===== config.mk =====
export PLATFORM = sky130hd
export DESIGN_NAME = mux4to1_rr
export DESIGN_NICKNAME = d
export VERILOG_FILES = /design/src/rtl/mux4to1_rr.sv
export SDC_FILE = /design/constraint.sdc
export NUM_CORES = 1
export LEC_CHECK = 0
export CORE_MARGIN = 5
export CORE_UTILIZATION = 30
export DETAILED_ROUTE_END_ITERATION = 8
export MAX_ROUTING_LAYER = met4
export PLACE_DENSITY_LB_ADDON = 0.2
export SLEW_MARGIN = 20
export SYNTH_ARGS = -nofsm -noshare
export SYNTH_HDL_FRONTEND = slang
export SYNTH_SLANG_ARGS = --single-unit

===== constraint.sdc =====
create_clock -name clk -period 5.4 [get_ports clk]
set_input_delay 0.81 -clock clk [delete_from_list [all_inputs] [get_ports clk]]
set_output_delay 0.81 -clock clk [all_outputs]
set_load 0.03 [all_outputs]

===== src/rtl/mux4to1_rr.sv =====
// 4:1 valid/ready stream multiplexer with round-robin arbitration and a registered output stage.
// Define MUX4TO1_FIXED_PRIO_EN to replace round-robin with fixed priority (channel 0 highest).
module mux4to1_rr #(
    parameter int WIDTH = 8
) (
    input  logic               clk,
    input  logic               rst,
    input  logic [3:0]         in_valid,
    input  logic [4*WIDTH-1:0] in_data,
    output logic [3:0]         in_ready,
    output logic               out_valid,
    output logic [WIDTH-1:0]   out_data,
    output logic [1:0]         out_sel,
    input  logic               out_ready
);

    typedef enum logic {
        EMPTY = 1'b0,
        FULL  = 1'b1
    } out_state_t;

    out_state_t       state;
    out_state_t       state_next;
    logic [1:0]       ptr;
    logic [1:0]       grant;
    logic             grant_valid;
    logic [1:0]       search_idx;
    logic             load_en;
    logic             transfer;
    logic [WIDTH-1:0] chan_data [4];

    for (genvar i = 0; i < 4; i++) begin : g_unpack
        assign chan_data[i] = in_data[i*WIDTH +: WIDTH];
    end

    assign out_valid = (state == FULL);
    assign load_en   = ~out_valid | out_ready;

    // First valid channel at or after ptr wins; ptr is pinned to 0 in the fixed-priority build.
    always_comb begin
        grant_valid = 1'b0;
        grant       = 2'b00;
        search_idx  = 2'b00;
        for (int k = 0; k < 4; k++) begin
            search_idx = ptr + 2'(k);
            if (!grant_valid && in_valid[search_idx]) begin
                grant_valid = 1'b1;
                grant       = search_idx;
            end
        end
    end

    assign transfer = grant_valid & load_en & ~rst;
    assign in_ready = transfer ? (4'b0001 << grant) : 4'b0000;

    always_comb begin
        state_next = state;
        case (state)
            EMPTY:   if (transfer) state_next = FULL;
            FULL:    if (out_ready && !transfer) state_next = EMPTY;
            default: state_next = EMPTY;
        endcase
    end

    always_ff @(posedge clk) begin
        if (rst) begin
            state <= EMPTY;
        end else begin
            state <= state_next;
        end
    end

    // Data and index hold their last values after a drain; only a transfer reloads them.
    always_ff @(posedge clk) begin
        if (rst) begin
            out_data <= '0;
            out_sel  <= 2'b00;
        end else if (transfer) begin
            out_data <= chan_data[grant];
            out_sel  <= grant;
        end
    end

`ifdef MUX4TO1_FIXED_PRIO_EN
    assign ptr = 2'b00;
`else
    always_ff @(posedge clk) begin
        if (rst) begin
            ptr <= 2'b00;
        end else if (transfer) begin
            ptr <= grant + 2'd1;
        end
    end
`endif

endmodule


==> reports/summary.txt <==
===============================================================================================
Status                                                                                completed
Clock input transition at the sequential cells of the worst setup and hold paths          90 ps
Level count of the clock H-tree                                                               1
Yosys synthesis warning count                                                                 0
TritonCTS clock tree                                                                        yes
Wire length of the first global-routing pass                                            4520 um
Aggregate routed wire length                                                            2770 um
Highest Signal Layer                                                                       met4
R2R setup slack                                                                         3430 ps
Time the final worst path needs with I/O delays and setup                               3920 ps
Number of standard cells in the layout, taps in and fillers out                             181
Die area                                                                               4080 um2
Leakage power total                                                                    0.581 nW
Number of diodes added for antenna fixing                                                     0
Seq cells post-synth                                                                         13
Worst Max-Slew Pin Slew                                                                  402 ps
CTS Buf Count                                                                                 3
Total via count after detailed routing                                                      944
Number of I/O port buffers                                                                   53
Final-layout worst hold slack                                                            467 ps
Die span in y                                                                           63.8 um
Initial antenna violation count                                                               0
Number of nets in the synthesized netlist                                                   141
Largest net degree at the start of global routing                                            17
Maximum operating frequency                                                           0.255 GHz
Core utilization of the finished layout                                                   0.523
Relative area change from synthesis to final layout                                       65.9%
Post-Synthesis Cells                                                                         98
Final-layout setup total negative slack                                                    0 ps
First-pass DRT Iterations                                                                     4
Depth of the worst register-to-register path                                                  6
Maximum buffer depth of the clock tree                                                        2
Average instance area after synthesis                                                  8.87 um2
Critical Path Start                                                                 in_valid[1]
CP Capture Type                                                                    primary output
Global-route usage over all layers                                                        0.140
Detailed-routed wire length on met2                                                     1370 um
DP Cell Count                                                                               177
Setup repair bufs after CTS                                                                   0
Post-Synthesis Cell Area                                                                870 um2
Weighted congestion at the end of routability-driven global placement                     0.796
Slew Limit Fails                                                                              0
Clock insertion delay at the later pin of the skew report                                270 ps
Worst hold path class                                                                reg -> reg
Tcrit/Tclk final                                                                          0.725
Overall power of the completed layout                                                    370 uW
Path type of the worst setup path                                                     in -> out
Clock Skew                                                                              5.78 ps
CTS root buffer                                                                        clkbuf_4
1st-iter DRT viols                                                                           34
Hold Path Stages                                                                              1
Number of design rule violations left after detail routing                                    0
Number of max-cap violations                                                                  0
Number of top-level pins                                                                     54
Count of endpoints failing hold in the final timing report                                    0
Crit Reg-Reg Startpoint                                                            ptr[1]$_SDFFE_PP0P_
Post-cts sizing count                                                                         0
Sequential share of the synthesized area                                                  0.299
FF-to-FF End                                                                       out_data[3]$_SDFFE_PP0P_
Count of distinct cell types in the synthesized netlist                                      29
Final net count                                                                             194
Top library cells by usage in the layout, fill and taps aside                      53 x clkdlybuf4s50_1, 13 x dfxtp_1, 9 x a21oi_1, 8 x a211oi_1, 6 x mux2i_1
Remaining antenna violation count                                                             0
RSZ-0062 raised after global routing                                                      false
Crit path max fanout                                                                         12
Post-DR wirelength/cell                                                                 15.3 um
Vias in the first global route                                                              990
Power density cells                                                                  257 nW/um2
Ratio of routed vias to standard cells                                                     5.22
Setup-failing EPs final                                                                       0
Commonest non-fill, non-tap cell in the layout                                     clkdlybuf4s50_1
Setup crit end                                                                      in_ready[0]
Horizontal die dimension                                                                63.8 um
Remaining global-route overflow                                                               0
Initial standard-cell utilization of the core                                             0.315
Share of post-route cells with drive strength above 1                                    0.0667
Placed wire-length estimate after detailed placement                                    2200 um
Data arrival time of the critical path                                                  3110 ps
Endpoint required time on the critical path                                             4590 ps
Post-Route M1 WL                                                                        1220 um
Kind of launch point of the worst setup path                                         input port
Worst-case headroom to the max-slew limit                                                 0.725
# rows                                                                                       19
IR Drop Worst-Case VDD                                                                   164 uV
Total core area                                                                        2760 um2
Clock tree sinks                                                                             13
Hold_buf cts                                                                                  0
Detail Route met3 WL                                                                     168 um
===============================================================================================
[kinds of logic (layout without fill, tap and decap cells)]
logic type | Yosys count | after routing | share of synthesized area
AOI/OAI and AO/OA | 37 | 37 | 0.305
and+or+nand+nor | 25 | 25 | 0.171
DFF | 13 | 13 | 0.299
buffers and inverters | 10 | 62 | 0.0547
muxes | 9 | 9 | 0.112
adders and majority gates | 4 | 4 | 0.0576
[worst min-delay path by stage]
stage / from / to / slack [ps]
2_1_floorplan: ptr[1]$_SDFFE_PP0P_ / ptr[1]$_SDFFE_PP0P_ / 510
3_3_place_gp: out_sel[1]$_SDFFE_PP0P_ / out_sel[1]$_SDFFE_PP0P_ / 440
3_5_place_dp: out_sel[1]$_SDFFE_PP0P_ / out_sel[1]$_SDFFE_PP0P_ / 450
4_1_cts: out_sel[1]$_SDFFE_PP0P_ / out_sel[1]$_SDFFE_PP0P_ / 470
5_1_grt: out_sel[1]$_SDFFE_PP0P_ / out_sel[1]$_SDFFE_PP0P_ / 510
6_report: out_sel[1]$_SDFFE_PP0P_ / out_sel[1]$_SDFFE_PP0P_ / 470
[cell type report]
class	instances	area [um2]
clock buffers	4	26.3
well taps	31	38.8
multi-input cells	75	562
repair buffers	54	538
fillers	254	1320
inverters	4	17.5
flip-flops and latches	13	260
[synthesized netlist by cell type]
library cell  count  area [um2]
nor2_1            3        11.3
nor4_2            1        12.5
mux2_1            2        22.5
and3_1            5        31.3
a211oi_1          8        60.1
a21o_1            2        15.0
inv_4             1        6.26
and2_1            5        31.3
nand2_1           3        11.3
o22ai_2           1        12.5
o22a_1            2        17.5
dfxtp_1          13         260
mux2i_1           6        60.1
nor2_4            1        11.3
nand2b_1          2        12.5
nand3_1           3        15.0
a221o_1           3        30.0
inv_1             3        11.3
buf_6             1        11.3
a21oi_1           9        45.0
mux2_4            1        15.0
or2_1             1        6.26
clkbuf_1          5        18.8
ha_1              4        50.1
a2111oi_0         5        43.8
or2_2             1        6.26
o21ai_0           5        25.0
a22o_1            1        8.76
a21boi_1          1        7.51
[routing by layer]
metal / track usage / vias up
met5: - / -
met4: 0.0442 / 0
met3: 0.0403 / 2
met2: 0.221 / 38
met1: 0.170 / 430
li1: - / 474
[metrics by stage]
stage,setup slack [ps],area (um2)
final,1480,1440
after global routing,1340,1440
after CTS,1480,1440
after detailed placement,1500,1420
after global placement,1580,1420
after floorplan,2590,870
[report_power, final]
group	leakage (nW)	switching, mW	internal [mW]
clock	0.0150	0.0327	0.0286
sequential	0.109	0.0122	0.113
combinational	0.457	0.0952	0.0883
[worst max-delay path, cell delays in order]
cell             delay (ps)
clkdlybuf4s50_1         460
nand2b_1                200
a21oi_1                 140
o22a_1                  430
inv_1                   120
ha_1                    210
and2_1                  140
clkdlybuf4s50_1         600
[registers in the layout (all words and copies together), names as in the netlist]
name / count
out_data: 8
out_sel: 2
ptr: 2
out_valid: 1
Power figures use the tool's default switching activity.
==> variant 1 (same settings) <==
The parameter `WIDTH` goes from 8 to 7.
--- a/src/rtl/mux4to1_rr.sv
+++ b/src/rtl/mux4to1_rr.sv
@@ -1,7 +1,7 @@
 // 4:1 valid/ready stream multiplexer with round-robin arbitration and a registered output stage.
 // Define MUX4TO1_FIXED_PRIO_EN to replace round-robin with fixed priority (channel 0 highest).
 module mux4to1_rr #(
-    parameter int WIDTH = 8
+    parameter int WIDTH = 7
 ) (
     input  logic               clk,
     input  logic               rst,
Interface: changed (resized in_data and out_data); port bits go from 54 to 49. No check against the original RTL was run, so the function may have changed too.
==> variant 1 against the original RTL <==
Critical path depth unchanged. Worst setup slack better by 0.21 ns. Area after synthesis down 8.2%. Final area down 8.0%. First-iteration DRC count down 32%. Sequential cell count down 1. Total power up 4.6%. Wire length down 19%. Critical path type unchanged. Largest power group unchanged.
==> variant 1: results (changes against the original RTL) <==
[drt]
wire_per_inst_um = 13.58  ; was 15.31 um
first_iter_violations = 23  ; was 34
routed_wl_mm = 2.240  ; was 2.771 mm
viasPerCell = 5.036  ; was 5.215

[sta]
worst_hold_slack_ns = 0.4700  ; was 0.4666 ns
max_freq_mhz = 270.0  ; was 255.4 MHz
clock_skew_ns = 0.0003443  ; was 0.005779 ns
worst_slew_pin_slew_ns = 0.5791  ; was 0.4022 ns

[min_path]
min_from = out_sel[0]$_SDFFE_PP0P_  ; was out_sel[1]$_SDFFE_PP0P_
hold_path_class = reg2reg  ; unchanged
holdPathEnd = out_sel[0]$_SDFFE_PP0P_  ; was out_sel[1]$_SDFFE_PP0P_
hold_path_depth = 2  ; was 1

[logic_synthesis]
synthMuxAreaShare_pct = 17.55  ; was 11.22%
synth_compound_area_share_pct = 13.17  ; was 30.50%
ys_seq_area_share_pct = 30.09  ; was 29.93%
syn_inst = 86  ; was 98
synthTopCellsByCount = mux2i_1 (14), dfxtp_1 (12), nand3b_1 (10), nand2_1 (7), o221ai_1 (7)  ; was dfxtp_1 (13), a21oi_1 (9), a211oi_1 (8), mux2i_1 (6)
syn_nets = 125  ; was 141
synthAdderAreaFrac_pct = 6.270  ; was 5.755%
ys_types = 25  ; was 29
synth_xor_area_share_pct = 0  ; unchanged
synthTopCellsByArea = dfxtp_1 (30%), mux2i_1 (18%), nand3b_1 (9.4%)  ; was dfxtp_1 (30%), mux2i_1 (6.9%), a211oi_1 (6.9%)

[power]
internal-power_mw = 0.2446  ; was 0.2301 mW
leakage_nw = 0.5318  ; was 0.5810 nW
ir_drop_uv = 180.3  ; was 164.2 uV

[global_route]
grt_pass1_vias = 836  ; was 990
grt_pass1_wl_mm = 3.588  ; was 4.519 mm
track_usage_pct = 13.21  ; was 13.97%

[setup_path]
critPathArrivalTime_ns = 2.89  ; was 3.11 ns
reg2reg_slack_ns = 3.65  ; was 3.43 ns
r2r-start = ptr[0]$_SDFFE_PP0P_  ; was ptr[1]$_SDFFE_PP0P_
r2r-end = out_data[5]$_SDFFE_PP0P_  ; was out_data[3]$_SDFFE_PP0P_
cp_max_fo = 4  ; was 12
cpPeakStageDelay_ns = 0.66  ; was 0.60 ns
crit_family = buffers and inverters  ; unchanged

[placed_design]
port_buffers = 48  ; was 53
placed_cells = 161  ; was 177
dp_slack_ns = 1.696  ; was 1.496 ns
gp_congestion = 0.7160  ; was 0.7964
hpwl_mm = 1.749  ; was 2.203 mm
placed_area_um2 = 1291  ; was 1416 um2

[layout]
nNetsFinal = 175  ; was 194
drive_gt1_share_pct = 5.926  ; was 6.667%
nFillCells = 255  ; was 254
largestRegisters = out_data: 7 flops, out_sel: 2 flops, ptr: 2 flops  ; was out_data: 8 flops, out_sel: 2 flops, ptr: 2 flops

[status]
status = completed  ; unchanged

variant 1: changes by cell type after synthesis, sizes merged, moves of 5 or more:
cell,change
and3,-5
nand3b,+10
o221ai,+7
a2111oi,-5
a211oi,-7
mux2i,+8
a21oi,-5
variant 1: power by group through the flow:
stage / Clock (mW) / Combinational (mW) / Sequential, mW
final: 0.0725 / 0.194 / 0.120
after global routing: 0.0814 / 0.212 / 0.123
after CTS: 0.0762 / 0.198 / 0.120
after detailed placement: 0 / 0.197 / 0.122
after global placement: 0 / 0.195 / 0.122
after floorplan: 0 / 0.0968 / 0.150
variant 1: layout make-up:
| class | count | area (um2) | area share (%) |
|---|---|---|---|
| inverters | 5 | 18.77 | 1.414 |
| clock buffers | 4 | 36.28 | 2.733 |
| repair buffers | 49 | 488.0 | 36.76 |
| flip-flops and latches | 12 | 240.2 | 18.10 |
| well taps | 30 | 37.54 | 2.828 |
| multi-input cells | 65 | 506.7 | 38.17 |
variant 1: worst max-delay path by stage:
| stage | start | endpoint | cells after the start |
|---|---|---|---|
| 2_1_floorplan | in_valid[1] | in_ready[0] | 8 |
| 4_1_cts | in_valid[0] | in_ready[3] | 8 |
| 3_5_place_dp | in_valid[0] | in_ready[2] | 8 |
| 5_1_grt | in_valid[0] | in_ready[2] | 8 |
| 3_3_place_gp | in_valid[0] | in_ready[2] | 8 |
| 6_report | in_valid[0] | in_ready[2] | 8 |
variant 1: routing by layer:
metal  vias to the layer above  share of wire [%]  GRT usage, %
li1                        409                  -             -
met1                       381                 39         14.96
met2                        35                 49         21.08
met3                         6                9.5         3.983
met4                         0                1.9         6.364
met5                         -                  0             -
==> variant 2 (config.mk and constraints unchanged) <==
Without the edit above. Make the reset (`rst`) asynchronous in 3 clocked blocks.
--- a/src/rtl/mux4to1_rr.sv
+++ b/src/rtl/mux4to1_rr.sv
@@ -62,7 +62,7 @@
         endcase
     end
 
-    always_ff @(posedge clk) begin
+    always_ff @(posedge clk or posedge rst) begin
         if (rst) begin
             state <= EMPTY;
         end else begin
@@ -71,7 +71,7 @@
     end
 
     // Data and index hold their last values after a drain; only a transfer reloads them.
-    always_ff @(posedge clk) begin
+    always_ff @(posedge clk or posedge rst) begin
         if (rst) begin
             out_data <= '0;
             out_sel  <= 2'b00;
@@ -84,7 +84,7 @@
 `ifdef MUX4TO1_FIXED_PRIO_EN
     assign ptr = 2'b00;
 `else
-    always_ff @(posedge clk) begin
+    always_ff @(posedge clk or posedge rst) begin
         if (rst) begin
             ptr <= 2'b00;
         end else if (transfer) begin
Check against the original RTL: differs if rst is asserted again (counterexample within 4 cycles, from zero or initial values and one cycle with rst high); with rst held inactive, the same outputs for 10 cycles.
==> variant 2 against the original RTL <==
Critical path depth unchanged. Worst hold slack gained 0.026 ns. Area after synthesis up 10%. Final area is 6.6% higher. Worst setup slack got worse by 0.088 ns. Sequential cell count did not move. Total power is 49% higher. Wire length is 7.7% lower. Maximum frequency shrank 2.2%.
==> variant 2: results (changes against the original RTL) <==
[global_route]
grt_pass1_wl_mm = 4.215  ; was 4.519 mm
track_usage_pct = 12.55  ; was 13.97%
grt_max_degree = 20  ; was 17
antenna_found_initial = 0  ; unchanged
grt_pass1_vias = 944  ; was 990

[logic_synthesis]
synth_ff_type = dfrtp_1  ; was dfxtp_1
synth_edf_count = 0  ; unchanged
syn_nets = 133  ; was 141
synthTopCellsByArea = dfrtp_1 (34%), mux2i_1 (18%), o221ai_2 (13%)  ; was dfxtp_1 (30%), mux2i_1 (6.9%), a211oi_1 (6.9%)
async_reset_ff_share_pct = 100.0  ; was 0%
synth_warnings = 0  ; unchanged
synthTopCellsByCount = mux2i_1 (17), nand2_1 (14), dfrtp_1 (13), o221ai_2 (8), inv_1 (5)  ; was dfxtp_1 (13), a21oi_1 (9), a211oi_1 (8), mux2i_1 (6)
ys_types = 27  ; was 29
ys_seq_area_share_pct = 33.90  ; was 29.93%

[clock_tree]
cts_max_level = 1  ; unchanged
cts.repair.resized = 0  ; unchanged
postCtsSetupRepairBufs = 0  ; unchanged
cts_made_buffers = 3  ; unchanged
cts.clk_slew.worst_paths_ns = 0.08
cts-root-buf = clkbuf_4  ; unchanged
clockBufferDepth = 2  ; unchanged
clk_latency_ns = 0.27  ; about the same

[layout]
nFillCells = 315  ; was 254
nNetsFinal = 188  ; was 194
drive_gt1_share_pct = 11.11  ; was 6.667%
diodes = 0  ; unchanged
largestRegisters = out_data: 8 flops, out_sel: 2 flops, ptr: 2 flops  ; unchanged

[sta]
setup_viol = 0  ; unchanged
clock_skew_ns = 0.0008964  ; was 0.005779 ns
report.final.slew_viol_count = 0  ; unchanged
worst_slew_pin_slew_ns = 0.5888  ; was 0.4022 ns

[status]
status = completed  ; unchanged

[power]
total_switching_power_mw = 0.2356  ; was 0.1401 mW
leakage_nw = 0.6664  ; was 0.5810 nW
ir_drop_uv = 268.6  ; was 164.2 uV

[placed_design]
port_buffers = 53  ; unchanged
gp_congestion = 0.7460  ; was 0.7964
hpwl_mm = 2.120  ; was 2.203 mm

[setup_path]
cp_max_fo = 5  ; was 12
cp_slowest_cell = clkdlybuf4s50_1  ; unchanged
cpPeakStageDelay_ns = 0.66  ; was 0.60 ns
critPathArrivalTime_ns = 3.19  ; was 3.11 ns

[drt]
viasPerCell = 4.670  ; was 5.215
routed_wl_mm = 2.557  ; was 2.771 mm
first_iter_violations = 11  ; was 34
dr.pass1.iters = 4  ; unchanged

[min_path]
hold_path_class = reg2reg  ; unchanged

-- variant 2: cell types whose count changed in the layout (fill, tap and decap cells not counted), sizes merged, moves of 8 or more --
cell and change:
dfxtp -13, dfrtp +13, mux2i +11, a211oi -8
nand2 +11, o221ai +9
-- variant 2: cells by family after synthesis --
group / share of synthesized area (%)
and+or+nand+nor: 15.51
AOI/OAI and AO/OA: 20.73
muxes: 17.73
DFF: 33.90
buffers and inverters: 6.910
adders and majority gates: 5.215
-- variant 2: path summary, 6_finish.rpt --
path / endpoint / slack (ns) / start / cells past startpoint
min in group asynchronous: out_sel[1]$_DFFE_PP0P_ / 0.88 / rst / 2
hold reg to reg: out_data[1]$_DFFE_PP0P_ / 0.49 / out_data[1]$_DFFE_PP0P_ / 2
setup / recovery: in_ready[0] / 1.40 / in_valid[2] / 8
max in group asynchronous: out_data[1]$_DFFE_PP0P_ / 4.17 / rst / 2
setup reg to reg: out_data[0]$_DFFE_PP0P_ / 3.40 / out_valid$_DFF_PP0_ / 4
hold / removal: out_data[1]$_DFFE_PP0P_ / 0.49 / out_data[1]$_DFFE_PP0P_ / 2
-- variant 2: power groups by stage --
stage	Combinational [mW]	Sequential, mW	Clock, mW
final	0.331	0.159	0.0596
after global routing	0.356	0.164	0.0678
after CTS	0.338	0.159	0.0619
after detailed placement	0.337	0.161	0
after global placement	0.331	0.159	0
after floorplan	0.164	0.217	0
-- variant 2: area by class of cell --
class / count / area (um2) / share of cell area, %
Multi-Input combinational cell: 68 / 574.3 / 37.35
Timing Repair Buffer: 54 / 538.0 / 34.99
Sequential cell: 13 / 325.3 / 21.16
Tap cell: 44 / 55.05 / 3.580
Clock buffer: 4 / 26.28 / 1.709
Inverter: 5 / 18.77 / 1.221
-- variant 2: worst max-delay path, delay by kind of cell --
family | cells | cell delay, ns
compound gates | 1 | 0.54
simple gates | 3 | 0.45
buf+inv | 3 | 1.25
fa+ha+maj | 1 | 0.14
-- variant 2: routing by layer --
metal / share of wire, % / vias to the layer above / GRT usage [%]
li1: - / 433 / -
met1: 39 / 420 / 13.70
met2: 56 / 23 / 23.27
met3: 4.4 / 2 / 3.373
met4: 0.59 / 0 / 1.523
met5: 0 / - / -
-- variant 2: stage by stage --
step	instance area, um2	instances	hold slack [ns]	worst slack (ns)	util (%)
after global placement	1511	184	0.4662	1.462	49.51
final	1538	188	0.4924	1.397	50.37
after floorplan	959.7	90	0.5338	2.514	-
after CTS	1538	188	0.4981	1.367	50.37
after global routing	1538	188	0.5173	1.214	50.37
after detailed placement	1511	184	0.4748	1.370	49.51
